### src/rtl/kitchen_timer_ctrl_if.sv
// Front-panel / timer-bus bundle for kitchen_timer_ctrl.
// Buttons are levels. A rising level is the request, and the controller always accepts it, so there is no ready. Every output is registered.
`timescale 1ns/1ps
interface kitchen_timer_ctrl_if #(
  parameter int VAL_W = 6
);
  logic             btn_set_min;
  logic             btn_set_sec;
  logic             btn_start;
  logic             btn_pause;
  logic             btn_clear;
  logic [VAL_W-1:0] sw_val;
  logic             time_up;
  logic [12:0]      cmd;
  logic [2:0]       mode;
  logic             alarm;
  logic             err;

  modport master (
    output btn_set_min, btn_set_sec, btn_start, btn_pause, btn_clear, sw_val, time_up,
    input  cmd, mode, alarm, err
  );

  modport slave (
    input  btn_set_min, btn_set_sec, btn_start, btn_pause, btn_clear, sw_val, time_up,
    output cmd, mode, alarm, err
  );
endinterface

### src/rtl/kitchen_timer_ctrl.sv
// Command sequencer for the kitchen-timer countdown: button edge detect, value clamp, 13-bit command bus, alarm phase.
// Optional macro AUTO_RESTART_EN: alarm expiry re-commits the last loaded time and resumes RUN instead of clearing.
`timescale 1ns/1ps
module kitchen_timer_ctrl #(
  parameter int VAL_W        = 6,
  parameter int MAX_VAL      = 59,
  parameter int ALARM_CYCLES = 50
) (
  input logic                 clk,
  input logic                 rst,
  kitchen_timer_ctrl_if.slave bus
);

  typedef enum logic [2:0] {
    S_IDLE  = 3'd0,
    S_SET   = 3'd1,
    S_RUN   = 3'd2,
    S_PAUSE = 3'd3,
    S_ALARM = 3'd4
  } state_t;

  localparam int CW = $clog2(ALARM_CYCLES + 1);

  state_t           state_q, state_d;
  logic [4:0]       btn, prev_q, press_q;
  logic [VAL_W-1:0] val_q, val_d, clamped;
  logic             ld_sec_q, ld_sec_d, ld_min_q, ld_min_d;
  logic             run_q, run_d, hold_q, hold_d;
  logic             clr_q, clr_d, commit_q, commit_d;
  logic             alarm_q, alarm_d, err_q, err_d;
  logic             loaded_q, loaded_d;
  logic [CW-1:0]    cnt_q, cnt_d;
  logic             p_clr, p_pause, p_start, p_min, p_sec, any_press;

  // Bit order matches the same-cycle priority, with clear as the MSB.
  assign btn = {bus.btn_clear, bus.btn_pause, bus.btn_start, bus.btn_set_min, bus.btn_set_sec};

  assign p_clr     = press_q[4];
  assign p_pause   = press_q[3] & ~press_q[4];
  assign p_start   = press_q[2] & ~|press_q[4:3];
  assign p_min     = press_q[1] & ~|press_q[4:2];
  assign p_sec     = press_q[0] & ~|press_q[4:1];
  assign any_press = |press_q;

  assign clamped = (bus.sw_val > VAL_W'(MAX_VAL)) ? VAL_W'(MAX_VAL) : bus.sw_val;

  always_comb begin
    state_d  = state_q;
    val_d    = val_q;
    ld_sec_d = 1'b0;
    ld_min_d = 1'b0;
    clr_d    = 1'b0;
    commit_d = 1'b0;
    err_d    = 1'b0;
    run_d    = run_q;
    hold_d   = hold_q;
    alarm_d  = alarm_q;
    loaded_d = loaded_q;
    cnt_d    = cnt_q;
    // A press that dismisses the alarm is consumed by the clear and is not executed.
    if (p_clr || (state_q == S_ALARM && any_press)) begin
      clr_d    = 1'b1;
      run_d    = 1'b0;
      hold_d   = 1'b0;
      alarm_d  = 1'b0;
      loaded_d = 1'b0;
      state_d  = S_IDLE;
    end else if (state_q == S_ALARM) begin
      if (cnt_q == CW'(ALARM_CYCLES - 1)) begin
`ifdef AUTO_RESTART_EN
        alarm_d  = 1'b0;
        commit_d = 1'b1;
        run_d    = 1'b1;
        state_d  = S_RUN;
`else
        clr_d    = 1'b1;
        run_d    = 1'b0;
        hold_d   = 1'b0;
        alarm_d  = 1'b0;
        loaded_d = 1'b0;
        state_d  = S_IDLE;
`endif
      end else begin
        cnt_d = cnt_q + 1'b1;
      end
    end else begin
      case (state_q)
        S_IDLE, S_SET: begin
          if (p_start) begin
            if (state_q == S_SET && loaded_q) begin
              commit_d = 1'b1;
              run_d    = 1'b1;
              state_d  = S_RUN;
            end else begin
              err_d = 1'b1;
            end
          end else if (p_min || p_sec) begin
            val_d    = clamped;
            ld_min_d = p_min;
            ld_sec_d = p_sec;
            loaded_d = 1'b1;
            state_d  = S_SET;
          end
        end
        S_RUN: begin
          // When the timer expires, that takes precedence over a pause arriving in the same cycle.
          if (bus.time_up) begin
            run_d   = 1'b0;
            alarm_d = 1'b1;
            cnt_d   = '0;
            state_d = S_ALARM;
          end else if (p_pause) begin
            run_d   = 1'b0;
            hold_d  = 1'b1;
            state_d = S_PAUSE;
          end
        end
        S_PAUSE: begin
          if (p_start) begin
            hold_d  = 1'b0;
            run_d   = 1'b1;
            state_d = S_RUN;
          end
        end
        default: state_d = S_IDLE;
      endcase
    end
  end

  always_ff @(posedge clk or posedge rst) begin
    if (rst) begin
      state_q  <= S_IDLE;
      prev_q   <= '0;
      press_q  <= '0;
      val_q    <= '0;
      ld_sec_q <= 1'b0;
      ld_min_q <= 1'b0;
      run_q    <= 1'b0;
      hold_q   <= 1'b0;
      clr_q    <= 1'b0;
      commit_q <= 1'b0;
      alarm_q  <= 1'b0;
      err_q    <= 1'b0;
      loaded_q <= 1'b0;
      cnt_q    <= '0;
    end else begin
      state_q  <= state_d;
      prev_q   <= btn;
      press_q  <= btn & ~prev_q;
      val_q    <= val_d;
      ld_sec_q <= ld_sec_d;
      ld_min_q <= ld_min_d;
      run_q    <= run_d;
      hold_q   <= hold_d;
      clr_q    <= clr_d;
      commit_q <= commit_d;
      alarm_q  <= alarm_d;
      err_q    <= err_d;
      loaded_q <= loaded_d;
      cnt_q    <= cnt_d;
    end
  end

  assign bus.cmd   = {commit_q, clr_q, 1'b0, hold_q, run_q, ld_min_q, ld_sec_q, val_q};
  assign bus.mode  = state_q;
  assign bus.alarm = alarm_q;
  assign bus.err   = err_q;

endmodule

### src/flat_wrapper.sv
// flat-port wrapper written by rule: the top's interface ports become plain ports
module kitchen_timer_ctrl_flat 
#(
  parameter int VAL_W        = 6,
  parameter int MAX_VAL      = 59,
  parameter int ALARM_CYCLES = 50
)
  (clk, rst, bus_btn_set_min, bus_btn_set_sec, bus_btn_start, bus_btn_pause, bus_btn_clear, bus_sw_val, bus_time_up, bus_cmd, bus_mode, bus_alarm, bus_err);
  kitchen_timer_ctrl_if #(.VAL_W(VAL_W)) bus_i ();
  input logic clk;
  input logic rst;
  input wire logic [$bits(bus_i.btn_set_min)-1:0] bus_btn_set_min;
  input wire logic [$bits(bus_i.btn_set_sec)-1:0] bus_btn_set_sec;
  input wire logic [$bits(bus_i.btn_start)-1:0] bus_btn_start;
  input wire logic [$bits(bus_i.btn_pause)-1:0] bus_btn_pause;
  input wire logic [$bits(bus_i.btn_clear)-1:0] bus_btn_clear;
  input wire logic [$bits(bus_i.sw_val)-1:0] bus_sw_val;
  input wire logic [$bits(bus_i.time_up)-1:0] bus_time_up;
  output wire logic [$bits(bus_i.cmd)-1:0] bus_cmd;
  output wire logic [$bits(bus_i.mode)-1:0] bus_mode;
  output wire logic [$bits(bus_i.alarm)-1:0] bus_alarm;
  output wire logic [$bits(bus_i.err)-1:0] bus_err;
  assign bus_i.btn_set_min = bus_btn_set_min;
  assign bus_i.btn_set_sec = bus_btn_set_sec;
  assign bus_i.btn_start = bus_btn_start;
  assign bus_i.btn_pause = bus_btn_pause;
  assign bus_i.btn_clear = bus_btn_clear;
  assign bus_i.sw_val = bus_sw_val;
  assign bus_i.time_up = bus_time_up;
  assign bus_cmd = bus_i.cmd;
  assign bus_mode = bus_i.mode;
  assign bus_alarm = bus_i.alarm;
  assign bus_err = bus_i.err;
  kitchen_timer_ctrl #(.VAL_W(VAL_W), .MAX_VAL(MAX_VAL), .ALARM_CYCLES(ALARM_CYCLES)) u_core (.clk(clk), .rst(rst), .bus(bus_i));
endmodule
### config.mk
export PLATFORM = sky130hd
export DESIGN_NAME = kitchen_timer_ctrl_flat
export DESIGN_NICKNAME = d
export VERILOG_FILES = /design/src/rtl/kitchen_timer_ctrl_if.sv /design/src/rtl/kitchen_timer_ctrl.sv /design/src/flat_wrapper.sv
export SDC_FILE = /design/constraint.sdc
export NUM_CORES = 1
export LEC_CHECK = 0
export CORE_ASPECT_RATIO = 0.8
export CORE_MARGIN = 2
export CORE_UTILIZATION = 45
export DETAILED_ROUTE_END_ITERATION = 8
export HOLD_SLACK_MARGIN = 0.03
export PLACE_DENSITY = 0.83
export RECOVER_POWER = 25
export SYNTH_ARGS = -nofsm -noshare
export SYNTH_HDL_FRONTEND = slang
export SYNTH_SLANG_ARGS = --single-unit
### constraint.sdc
create_clock -name clk -period 1.7 [get_ports clk]
set_input_delay 0.34 -clock clk [delete_from_list [all_inputs] [get_ports clk]]
set_output_delay 0.34 -clock clk [all_outputs]
set_load 0.005 [all_outputs]
==> report_table.html, run 1 <==
<table>
<tr><th>Metric</th><th>Value</th></tr>
<tr><th colspan="2">Critical path</th></tr>
<tr><td>CP Launch Type</td><td>flip-flop</td></tr>
<tr><td>Critical path endpoint category</td><td>flip-flop</td></tr>
<tr><td>Largest fanout of any net on the critical path</td><td>5</td></tr>
<tr><td>Ordered list of cells on the worst path</td><td>buf_4 -&gt; buf_8 -&gt; buf_4 -&gt; nor3_4 -&gt; nand2_2 -&gt; nor3b_2 -&gt; buf_4 -&gt; mux2_2</td></tr>
<tr><td>Crit-path slowest cell</td><td>sky130_fd_sc_hd__dfrtp_2</td></tr>
<tr><td>Crit path DAT</td><td>2040 ps</td></tr>
<tr><td>Cell mode on critical path</td><td>sky130_fd_sc_hd__buf_4</td></tr>
<tr><td>Critical path's top delay family</td><td>buffers and inverters</td></tr>
<tr><td>R2R depth</td><td>8</td></tr>
<tr><td>Worst path max stage delay</td><td>410 ps</td></tr>
<tr><td>Setup Crit Path Kind</td><td>reg -&gt; reg</td></tr>
<tr><td>Depth of the critical timing path with buffers and inverters included</td><td>8</td></tr>
<tr><td>Required time of the critical path</td><td>1880 ps</td></tr>
<tr><td>Sum of buffers and inverters on the critical path</td><td>4</td></tr>
<tr><th colspan="2">Cells and area</th></tr>
<tr><td>Share of final-layout standard cells stronger than drive strength 1</td><td>0.337</td></tr>
<tr><td>Number of diodes added for antenna fixing</td><td>0</td></tr>
<tr><td>Growth of design area from synthesis to finish</td><td>48.2%</td></tr>
<tr><td>Multi-input logic area</td><td>714 µm²</td></tr>
<tr><td>Register area</td><td>852 µm²</td></tr>
<tr><td>Fillcell total</td><td>250</td></tr>
<tr><td>Cell area after layout</td><td>0.00231 mm²</td></tr>
<tr><td>Total Nets Final</td><td>214</td></tr>
<tr><th colspan="2">Routing</th></tr>
<tr><td>Number of nets with antenna violations after routing</td><td>0</td></tr>
<tr><td>Detailed-route wire length per cell</td><td>15.6 µm</td></tr>
<tr><td>Via density per instance</td><td>5.33</td></tr>
<tr><td>Total DRC errors in the routed layout</td><td>0</td></tr>
<tr><td>Overall routed net length</td><td>3750 µm</td></tr>
<tr><td>Routed via count</td><td>1285</td></tr>
<tr><td>Iteration count of the initial detailed-routing pass</td><td>4</td></tr>
<tr><td>Number of DRC violations after detailed-routing iteration 0</td><td>65</td></tr>
<tr><th colspan="2">Synth</th></tr>
<tr><td>Leading post-synthesis cells by instance count</td><td>sky130_fd_sc_hd__dfrtp_1, sky130_fd_sc_hd__nor2_1, sky130_fd_sc_hd__nand2_1, sky130_fd_sc_hd__buf_4, sky130_fd_sc_hd__nor2b_1</td></tr>
<tr><td>Most instantiated flip-flop cell in the synthesis netlist</td><td>sky130_fd_sc_hd__dfrtp_1</td></tr>
<tr><td>Proportion of netlist area held by the largest area contributor</td><td>0.545</td></tr>
<tr><td>Synthesis Warnings</td><td>0</td></tr>
<tr><td>Number of register bits inferred by synthesis</td><td>34</td></tr>
<tr><td>Net count after synthesis</td><td>156</td></tr>
<tr><td>Netlist Area Pre-Place</td><td>0.00156 mm²</td></tr>
<tr><td>Most common cell in the synthesized netlist</td><td>sky130_fd_sc_hd__dfrtp_1</td></tr>
<tr><td>Dominant cells by area after synthesis</td><td>sky130_fd_sc_hd__dfrtp_1, sky130_fd_sc_hd__nor2_1, sky130_fd_sc_hd__buf_4</td></tr>
<tr><td>Dominant cell type by area after synthesis</td><td>sky130_fd_sc_hd__dfrtp_1</td></tr>
<tr><td>Synthesized area per cell</td><td>11.1 µm²</td></tr>
<tr><td>Proportion of synthesized flip-flops having asynchronous set or reset</td><td>1.00</td></tr>
<tr><td>Proportion of synthesized chip area in sequential cells</td><td>0.545</td></tr>
<tr><td>Number of flops mapped to enable cells by yosys</td><td>0</td></tr>
<tr><td>Number of distinct standard cells referenced by the synthesized netlist</td><td>42</td></tr>
<tr><td>Post-synthesis instance total</td><td>140</td></tr>
<tr><th colspan="2">Clock network</th></tr>
<tr><td>Maximum clock insertion buffer count</td><td>2</td></tr>
<tr><td>Root buf cell</td><td>sky130_fd_sc_hd__clkbuf_8</td></tr>
<tr><td>Number of H-tree levels</td><td>2</td></tr>
<tr><td>Clock buffers created by TritonCTS</td><td>5</td></tr>
<tr><td>Hold-fix buffers, CTS</td><td>0</td></tr>
<tr><td>Clock transition time at the flip-flop clock pins of the worst setup and hold paths</td><td>70 ps</td></tr>
<tr><td>TritonCTS clock tree</td><td>built</td></tr>
<tr><td>Clk sink count</td><td>34</td></tr>
<tr><td>Clk Latency, worst-skew pair</td><td>290 ps</td></tr>
<tr><th colspan="2">Timing</th></tr>
<tr><td>Max-slew headroom</td><td>0.455</td></tr>
<tr><td>Shortest clock period the worst path allows after layout</td><td>1860 ps</td></tr>
<tr><td>RSZ-0062 raised after global routing</td><td>true</td></tr>
<tr><td>Setup Skew</td><td>8.11 ps</td></tr>
<tr><td>Final WS setup</td><td>-156 ps</td></tr>
<tr><td>Number of failing hold endpoints at the final stage</td><td>0</td></tr>
<tr><td>Maximum operating frequency</td><td>0.539 GHz</td></tr>
<tr><td>Number of pins with negative max-slew slack in the final report</td><td>0</td></tr>
<tr><td>Pin slew with the least headroom to its limit</td><td>817 ps</td></tr>
<tr><td>Number of setup violations in the final report</td><td>15</td></tr>
<tr><td>Period utilization</td><td>1.09</td></tr>
<tr><th colspan="2">Floorplanning</th></tr>
<tr><td>Die Y-Extent</td><td>56.7 µm</td></tr>
<tr><td>Overall die area</td><td>0.00396 mm²</td></tr>
<tr><td>Number of placement rows</td><td>19</td></tr>
<tr><td>Core Footprint</td><td>0.00338 mm²</td></tr>
<tr><td>Die width</td><td>69.8 µm</td></tr>
<tr><td>Initial core utilization</td><td>0.462</td></tr>
<tr><td>I/O pin count</td><td>32</td></tr>
<tr><th colspan="2">Job</th></tr>
<tr><td>Max-cap violation count</td><td>0</td></tr>
<tr><th colspan="2">Place</th></tr>
<tr><td>Port Buffers</td><td>30</td></tr>
<tr><td>Setup slack after placement</td><td>-162 ps</td></tr>
<tr><td>GP Congestion</td><td>0.957</td></tr>
<tr><td>Post-detailed-placement half-perimeter wirelength</td><td>2530 µm</td></tr>
<tr><td>Placed cell areas</td><td>0.00202 mm²</td></tr>
<tr><th colspan="2">Global routing</th></tr>
<tr><td>Antenna violations before repair</td><td>0</td></tr>
<tr><td>Met2 Track Usage GR</td><td>0.321</td></tr>
<tr><td>Total global routing track utilization</td><td>0.194</td></tr>
<tr><td>Global-route wire length before repair</td><td>5780 µm</td></tr>
<tr><td>Global route hottest layer</td><td>met2</td></tr>
<tr><td>Grt met3 use</td><td>0.0575</td></tr>
<tr><td>Total gr overflow</td><td>0</td></tr>
<tr><td>Met1 Track Usage GR</td><td>0.229</td></tr>
<tr><td>Number of global-route vias before repair</td><td>1295</td></tr>
<tr><td>Maximum number of pins on one net before global-route repair</td><td>35</td></tr>
<tr><th colspan="2">Status</th></tr>
<tr><td>Status</td><td>complete, but fails checks</td></tr>
<tr><td>Violations in the final reports</td><td>setup timing</td></tr>
<tr><th colspan="2">Power and ir drop</th></tr>
<tr><td>Total power draw</td><td>2.73 mW</td></tr>
<tr><td>Ratio of total power to cell area</td><td>1180 mW/mm²</td></tr>
<tr><td>Static Leakage</td><td>1.07 nW</td></tr>
<tr><td>Peak supply drop</td><td>0.813 mV</td></tr>
<tr><th colspan="2">Hold path</th></tr>
<tr><td>Type of the worst min-delay path</td><td>reg -&gt; reg</td></tr>
<tr><td>Count of cells along the worst hold path</td><td>1</td></tr>
</table>
==> stage by stage <==
stage               std cells  hold WS, ps  utilization  TNS, ps
floorplan                 140          371            -     -125
global placement          224          379        0.599     -494
detailed placement        224          391        0.599    -1300
CTS                       233          400        0.648     -967
global route              241          411        0.685    -2980
finish                    241          395        0.685    -1390
==> area by class of cell <==
type / count / share of cell area
Sequential cell: 34 / 0.369
Multi-Input combinational cell: 94 / 0.309
Timing Repair Buffer: 60 / 0.235
Clock buffer: 5 / 0.0298
Clock inverter: 3 / 0.0298
Tap cell: 42 / 0.0227
Inverter: 3 / 0.00487
==> flip-flops by register name, indices dropped and copies added, names as in the netlist <==
signal,cells
u_core.press_q,5
u_core.prev_q,5
u_core.commit_q,1
u_core.clr_q,1
u_core.run_q,1
u_core.val_q,6
u_core.bus.alarm,1
u_core.bus.mode,3
u_core.ld_min_q,1
u_core.loaded_q,1
u_core.hold_q,1
u_core.ld_sec_q,1
u_core.bus.err,1
u_core.cnt_q,6
==> layout by cell type (no fill, tap or decap), drive strengths merged, types with 3 or more instances in the layout <==
cell / n
o21ai: 6
clkbuf: 6
inv: 3
nor2b: 8
nor3b: 4
mux2: 4
dlygate4sd3: 6
nor2: 23
clkdlybuf4s50: 23
dfrtp: 34
a21oi: 5
xor2: 4
buf: 29
nand2: 9
==> worst register-to-register path: stages, from the launching register on <==
cell and delay (ps):
sky130_fd_sc_hd__dfrtp_2 410, sky130_fd_sc_hd__buf_4 140, sky130_fd_sc_hd__buf_8 120, sky130_fd_sc_hd__buf_4 130, sky130_fd_sc_hd__nor3_4 180, sky130_fd_sc_hd__nand2_2 80, sky130_fd_sc_hd__nor3b_2 170, sky130_fd_sc_hd__buf_4 180
sky130_fd_sc_hd__mux2_2 330
==> timing repair <==
item,CTS,global route
endpoints found under the setup margin,18,21
setup buffers,1,8
endpoints found under the hold margin,0,0
pin swaps,6,9
gates cloned,0,0
gates resized for setup,5,19
==> cell families after synthesis <==
kind of cell    synth area share
other cells              0.00240
xor+xnor                  0.0225
simple gates               0.232
mux                       0.0289
buf+inv                   0.0505
fa+ha+maj                 0.0160
flops                      0.545
compound gates             0.103
==> routing by layer <==
metal,share of wire,up-vias
li1,-,589
met1,0.40,629
met2,0.51,59
met3,0.066,8
met4,0.021,0
met5,0,-
==> power by group <==
part / internal (mW) / total, mW / switching, mW / leakage [nW]
clock network: 0.587 / 0.908 / 0.320 / 0.0683
logic: 0.439 / 0.746 / 0.307 / 0.580
registers: 0.951 / 1.08 / 0.125 / 0.425
total: 1.98 / 2.73 / 0.752 / 1.07
==> path summary, 6_finish.rpt <==
check / from / slack [ps] / endpoint
hold / removal: u_core.prev_q[0]$_DFF_PP0_ / 400 / u_core.press_q[0]$_DFF_PP0_
min in group asynchronous: rst / 710 / u_core.cnt_q[4]$_DFFE_PP0P_
hold reg to reg: u_core.prev_q[0]$_DFF_PP0_ / 400 / u_core.press_q[0]$_DFF_PP0_
max in group asynchronous: rst / 410 / u_core.press_q[4]$_DFF_PP0_
setup reg to reg: u_core.press_q[4]$_DFF_PP0_ / -160 / u_core.val_q[3]$_DFFE_PP0P_
setup / recovery: u_core.press_q[4]$_DFF_PP0_ / -160 / u_core.val_q[3]$_DFFE_PP0P_
Power figures use the tool's default switching activity.
==> run 2, diff against run 1 <==
--- a/config.mk
+++ b/config.mk
@@ -6,12 +6,13 @@
 export NUM_CORES = 1
 export LEC_CHECK = 0
 export CORE_ASPECT_RATIO = 0.8
-export CORE_MARGIN = 2
-export CORE_UTILIZATION = 45
+export CORE_MARGIN = 5
+export CORE_UTILIZATION = 50
 export DETAILED_ROUTE_END_ITERATION = 8
 export HOLD_SLACK_MARGIN = 0.03
-export PLACE_DENSITY = 0.83
+export PLACE_DENSITY = 0.87
 export RECOVER_POWER = 25
+export SKIP_CTS_REPAIR_TIMING = 1
 export SYNTH_ARGS = -nofsm -noshare
 export SYNTH_HDL_FRONTEND = slang
 export SYNTH_SLANG_ARGS = --single-unit
==> constraint.sdc (replaced) <==
create_clock -name clk -period 2.37 [get_ports clk]
set_input_delay 0.474 -clock clk [delete_from_list [all_inputs] [get_ports clk]]
set_output_delay 0.474 -clock clk [all_outputs]
set_load 0.005 [all_outputs]
==> run 2 against run 1 <==
The run now ends clean. Register-to-register slack improved by 400 ps. Final area fell by 13%. Combinational power fell by 52%. Clock power fell by 30%. Die area rose by 9.8%. Non-clock buffer count fell by 26. Sequential share of layout area rose by 5.5 points. Largest cell class unchanged. Largest power group unchanged.
==> report_table.html, run 2 (synthesis results as in run 1) <==
<table>
<tr><th>Metric</th><th>Value</th></tr>
<tr><th colspan="2">Status</th></tr>
<tr><td>Status</td><td>completed</td></tr>
<tr><th colspan="2">Floorplanning</th></tr>
<tr><td>Die Y-Extent</td><td>60.0 µm (+5.8%)</td></tr>
<tr><td>Core Footprint</td><td>0.00304 mm² (-9.9%)</td></tr>
<tr><td>I/O pin count</td><td>32 (unchanged)</td></tr>
<tr><td>Overall die area</td><td>0.00434 mm² (+9.8%)</td></tr>
<tr><td>Die width</td><td>72.5 µm (+3.8%)</td></tr>
<tr><td>Initial core utilization</td><td>0.513 (+0.0510)</td></tr>
<tr><td>Number of placement rows</td><td>18 (-1)</td></tr>
<tr><th colspan="2">Timing</th></tr>
<tr><td>Setup Skew</td><td>6.65 ps (-1.46 ps)</td></tr>
<tr><td>RSZ-0062 raised after global routing</td><td>false</td></tr>
<tr><td>Number of setup violations in the final report</td><td>0 (-15)</td></tr>
<tr><td>Final WS setup</td><td>242 ps (+399 ps)</td></tr>
<tr><td>Period utilization</td><td>0.898 (-0.194)</td></tr>
<tr><td>Sum of negative setup slack</td><td>0 ps (+1390 ps)</td></tr>
<tr><td>Shortest clock period the worst path allows after layout</td><td>2130 ps (+271 ps)</td></tr>
<tr><td>Worst hold slack across all endpoints</td><td>401 ps (+5.97 ps)</td></tr>
<tr><td>Max-slew headroom</td><td>0.587 (+0.132)</td></tr>
<tr><td>Number of pins with negative max-slew slack in the final report</td><td>0 (unchanged)</td></tr>
<tr><td>Number of failing hold endpoints at the final stage</td><td>0 (unchanged)</td></tr>
<tr><td>Pin slew with the least headroom to its limit</td><td>611 ps (-206 ps)</td></tr>
<tr><td>Maximum operating frequency</td><td>0.470 GHz (-13%)</td></tr>
<tr><th colspan="2">Critical path</th></tr>
<tr><td>Setup Crit Path Kind</td><td>reg -&gt; reg</td></tr>
<tr><td>CP Launch Type</td><td>flip-flop</td></tr>
<tr><td>Crit-path slowest cell</td><td>sky130_fd_sc_hd__dfrtp_1</td></tr>
<tr><td>Ordered list of cells on the worst path</td><td>or3b_4 -&gt; nor2b_4 -&gt; o21ai_0 -&gt; a21boi_0 -&gt; a211o_1</td></tr>
<tr><td>Required time of the critical path</td><td>2540 ps (+660 ps)</td></tr>
<tr><td>Crit path DAT</td><td>2300 ps (+260 ps)</td></tr>
<tr><td>Largest fanout of any net on the critical path</td><td>10 (+5)</td></tr>
<tr><td>Worst path max stage delay</td><td>480 ps (+70 ps)</td></tr>
<tr><td>Critical path endpoint category</td><td>flip-flop</td></tr>
<tr><th colspan="2">Clock network</th></tr>
<tr><td>TritonCTS clock tree</td><td>built</td></tr>
<tr><td>Clock buffers created by TritonCTS</td><td>5 (unchanged)</td></tr>
<tr><td>Clk Latency, worst-skew pair</td><td>290 ps (about the same)</td></tr>
<tr><td>Number of H-tree levels</td><td>2 (unchanged)</td></tr>
<tr><td>Root buf cell</td><td>sky130_fd_sc_hd__clkbuf_8</td></tr>
<tr><td>Maximum clock insertion buffer count</td><td>2 (unchanged)</td></tr>
<tr><td>Clock transition time at the flip-flop clock pins of the worst setup and hold paths</td><td>70 ps (about the same)</td></tr>
<tr><td>Clk sink count</td><td>34 (unchanged)</td></tr>
<tr><th colspan="2">Job</th></tr>
<tr><td>Max-cap violation count</td><td>0 (unchanged)</td></tr>
<tr><th colspan="2">Place</th></tr>
<tr><td>Placed cell areas</td><td>0.00187 mm² (-7.4%)</td></tr>
<tr><td>Setup slack after placement</td><td>229 ps (+391 ps)</td></tr>
<tr><td>Port Buffers</td><td>30 (unchanged)</td></tr>
<tr><td>Instance count after placement with tap cells included</td><td>205 (-8.5%)</td></tr>
<tr><td>GP Congestion</td><td>0.927 (-3.1%)</td></tr>
<tr><td>Post-detailed-placement half-perimeter wirelength</td><td>2410 µm (-4.5%)</td></tr>
<tr><th colspan="2">Cells and area</th></tr>
<tr><td>Final non-filler cell total</td><td>213 (-12%)</td></tr>
<tr><td>Multi-input logic area</td><td>631 µm² (-12%)</td></tr>
<tr><td>Total Nets Final</td><td>188 (-12%)</td></tr>
<tr><td>Growth of design area from synthesis to finish</td><td>28.6%</td></tr>
<tr><td>Final core area utilization</td><td>0.660 (-0.0249)</td></tr>
<tr><td>Register area</td><td>851 µm² (-0.15%)</td></tr>
<tr><td>Share of final-layout standard cells stronger than drive strength 1</td><td>0.145 (-0.192)</td></tr>
<tr><td>Cell area after layout</td><td>0.00201 mm² (-13%)</td></tr>
<tr><td>Commonest non-fill, non-tap cell in the layout</td><td>sky130_fd_sc_hd__dfrtp_1</td></tr>
<tr><td>Top library cells by usage in the layout, fill and taps aside</td><td>sky130_fd_sc_hd__dfrtp_1, sky130_fd_sc_hd__clkdlybuf4s50_1, sky130_fd_sc_hd__nor2_1, sky130_fd_sc_hd__nand2_1, sky130_fd_sc_hd__nor2b_1</td></tr>
<tr><td>Fillcell total</td><td>266 (+6.4%)</td></tr>
<tr><td>Regs by FF count</td><td>u_core.cnt_q x6, u_core.val_q x6</td></tr>
<tr><td>Number of diodes added for antenna fixing</td><td>0 (unchanged)</td></tr>
<tr><th colspan="2">Global routing</th></tr>
<tr><td>Maximum number of pins on one net before global-route repair</td><td>14 (-60%)</td></tr>
<tr><td>Total global routing track utilization</td><td>0.170 (-0.0242)</td></tr>
<tr><td>Total gr overflow</td><td>0 (unchanged)</td></tr>
<tr><td>Global-route wire length before repair</td><td>5410 µm (-6.5%)</td></tr>
<tr><td>Number of global-route vias before repair</td><td>1187 (-8.3%)</td></tr>
<tr><td>Antenna violations before repair</td><td>0 (unchanged)</td></tr>
<tr><th colspan="2">Routing</th></tr>
<tr><td>Detailed-route wire length per cell</td><td>14.6 µm (-6.3%)</td></tr>
<tr><td>Number of nets with antenna violations after routing</td><td>0 (unchanged)</td></tr>
<tr><td>Routed via count</td><td>1119 (-13%)</td></tr>
<tr><td>Number of DRC violations after detailed-routing iteration 0</td><td>51 (-22%)</td></tr>
<tr><td>Iteration count of the initial detailed-routing pass</td><td>4 (unchanged)</td></tr>
<tr><td>Overall routed net length</td><td>3110 µm (-17%)</td></tr>
<tr><td>Via density per instance</td><td>5.25 (-1.5%)</td></tr>
<tr><td>Total DRC errors in the routed layout</td><td>0 (unchanged)</td></tr>
<tr><th colspan="2">Power and ir drop</th></tr>
<tr><td>Total power draw</td><td>1.76 mW (-36%)</td></tr>
<tr><td>Ratio of total power to cell area</td><td>877 mW/mm² (-26%)</td></tr>
<tr><td>Peak supply drop</td><td>0.485 mV (-40%)</td></tr>
<tr><td>Static Leakage</td><td>0.891 nW (-17%)</td></tr>
<tr><th colspan="2">Hold path</th></tr>
<tr><td>Type of the worst min-delay path</td><td>reg -&gt; reg</td></tr>
</table>
==> run 2: changes by cell type in the layout (fill, tap and decap cells not counted), moves of 3 or more <==
cell                      previous run  this run
sky130_fd_sc_hd__buf_4              25         3
sky130_fd_sc_hd__buf_6               3         0
sky130_fd_sc_hd__nand2_1             6         9
sky130_fd_sc_hd__nand2_2             3         0
sky130_fd_sc_hd__o21ai_0             2         5
==> run 2: worst max-delay path, delay by kind of cell, from the launching register on <==
family / cells / cell delay [ps]
simple gates: 2 / 630
flops: 1 / 480
compound gates: 3 / 920
==> run 2: metal layers <==
metal	part of all wire	global-route usage	wire, µm	vias to the layer above
li1	-	-	-	539
met2	0.53	0.293	1640	25
met4	0.015	0.0842	47	0
met5	0	0	0	-
met3	0.052	0.0521	163	5
met1	0.40	0.194	1260	550
==> run 2: final cells by class <==
cell class,count,share of cell area
flip-flops and latches,34,0.424
multi-input cells,94,0.314
repair buffers,34,0.163
clock buffers,5,0.0343
clock inverters,3,0.0343
well taps,40,0.0249
inverters,3,0.00561
==> run 2: path summary, 6_finish.rpt <==
check | start | endpoint | slack, ps | depth (start not counted)
setup reg to reg | u_core.bus.mode[1]$_DFFE_PP0P_ | u_core.run_q$_DFFE_PP0P_ | 240 | 5
hold reg to reg | u_core.prev_q[1]$_DFF_PP0_ | u_core.press_q[1]$_DFF_PP0_ | 400 | 1
max in group asynchronous | rst | u_core.val_q[0]$_DFFE_PP0P_ | 940 | 3
setup / recovery | u_core.bus.mode[1]$_DFFE_PP0P_ | u_core.run_q$_DFFE_PP0P_ | 240 | 5
hold / removal | u_core.prev_q[1]$_DFF_PP0_ | u_core.press_q[1]$_DFF_PP0_ | 400 | 1
min in group asynchronous | rst | u_core.ld_min_q$_DFF_PP0_ | 600 | 2
==> run 2: power breakdown <==
part	switching, mW	total [mW]	leakage, nW	internal [mW]
logic	0.153	0.355	0.396	0.202
clock network	0.211	0.632	0.0683	0.421
registers	0.0917	0.774	0.426	0.682
total	0.455	1.76	0.891	1.31
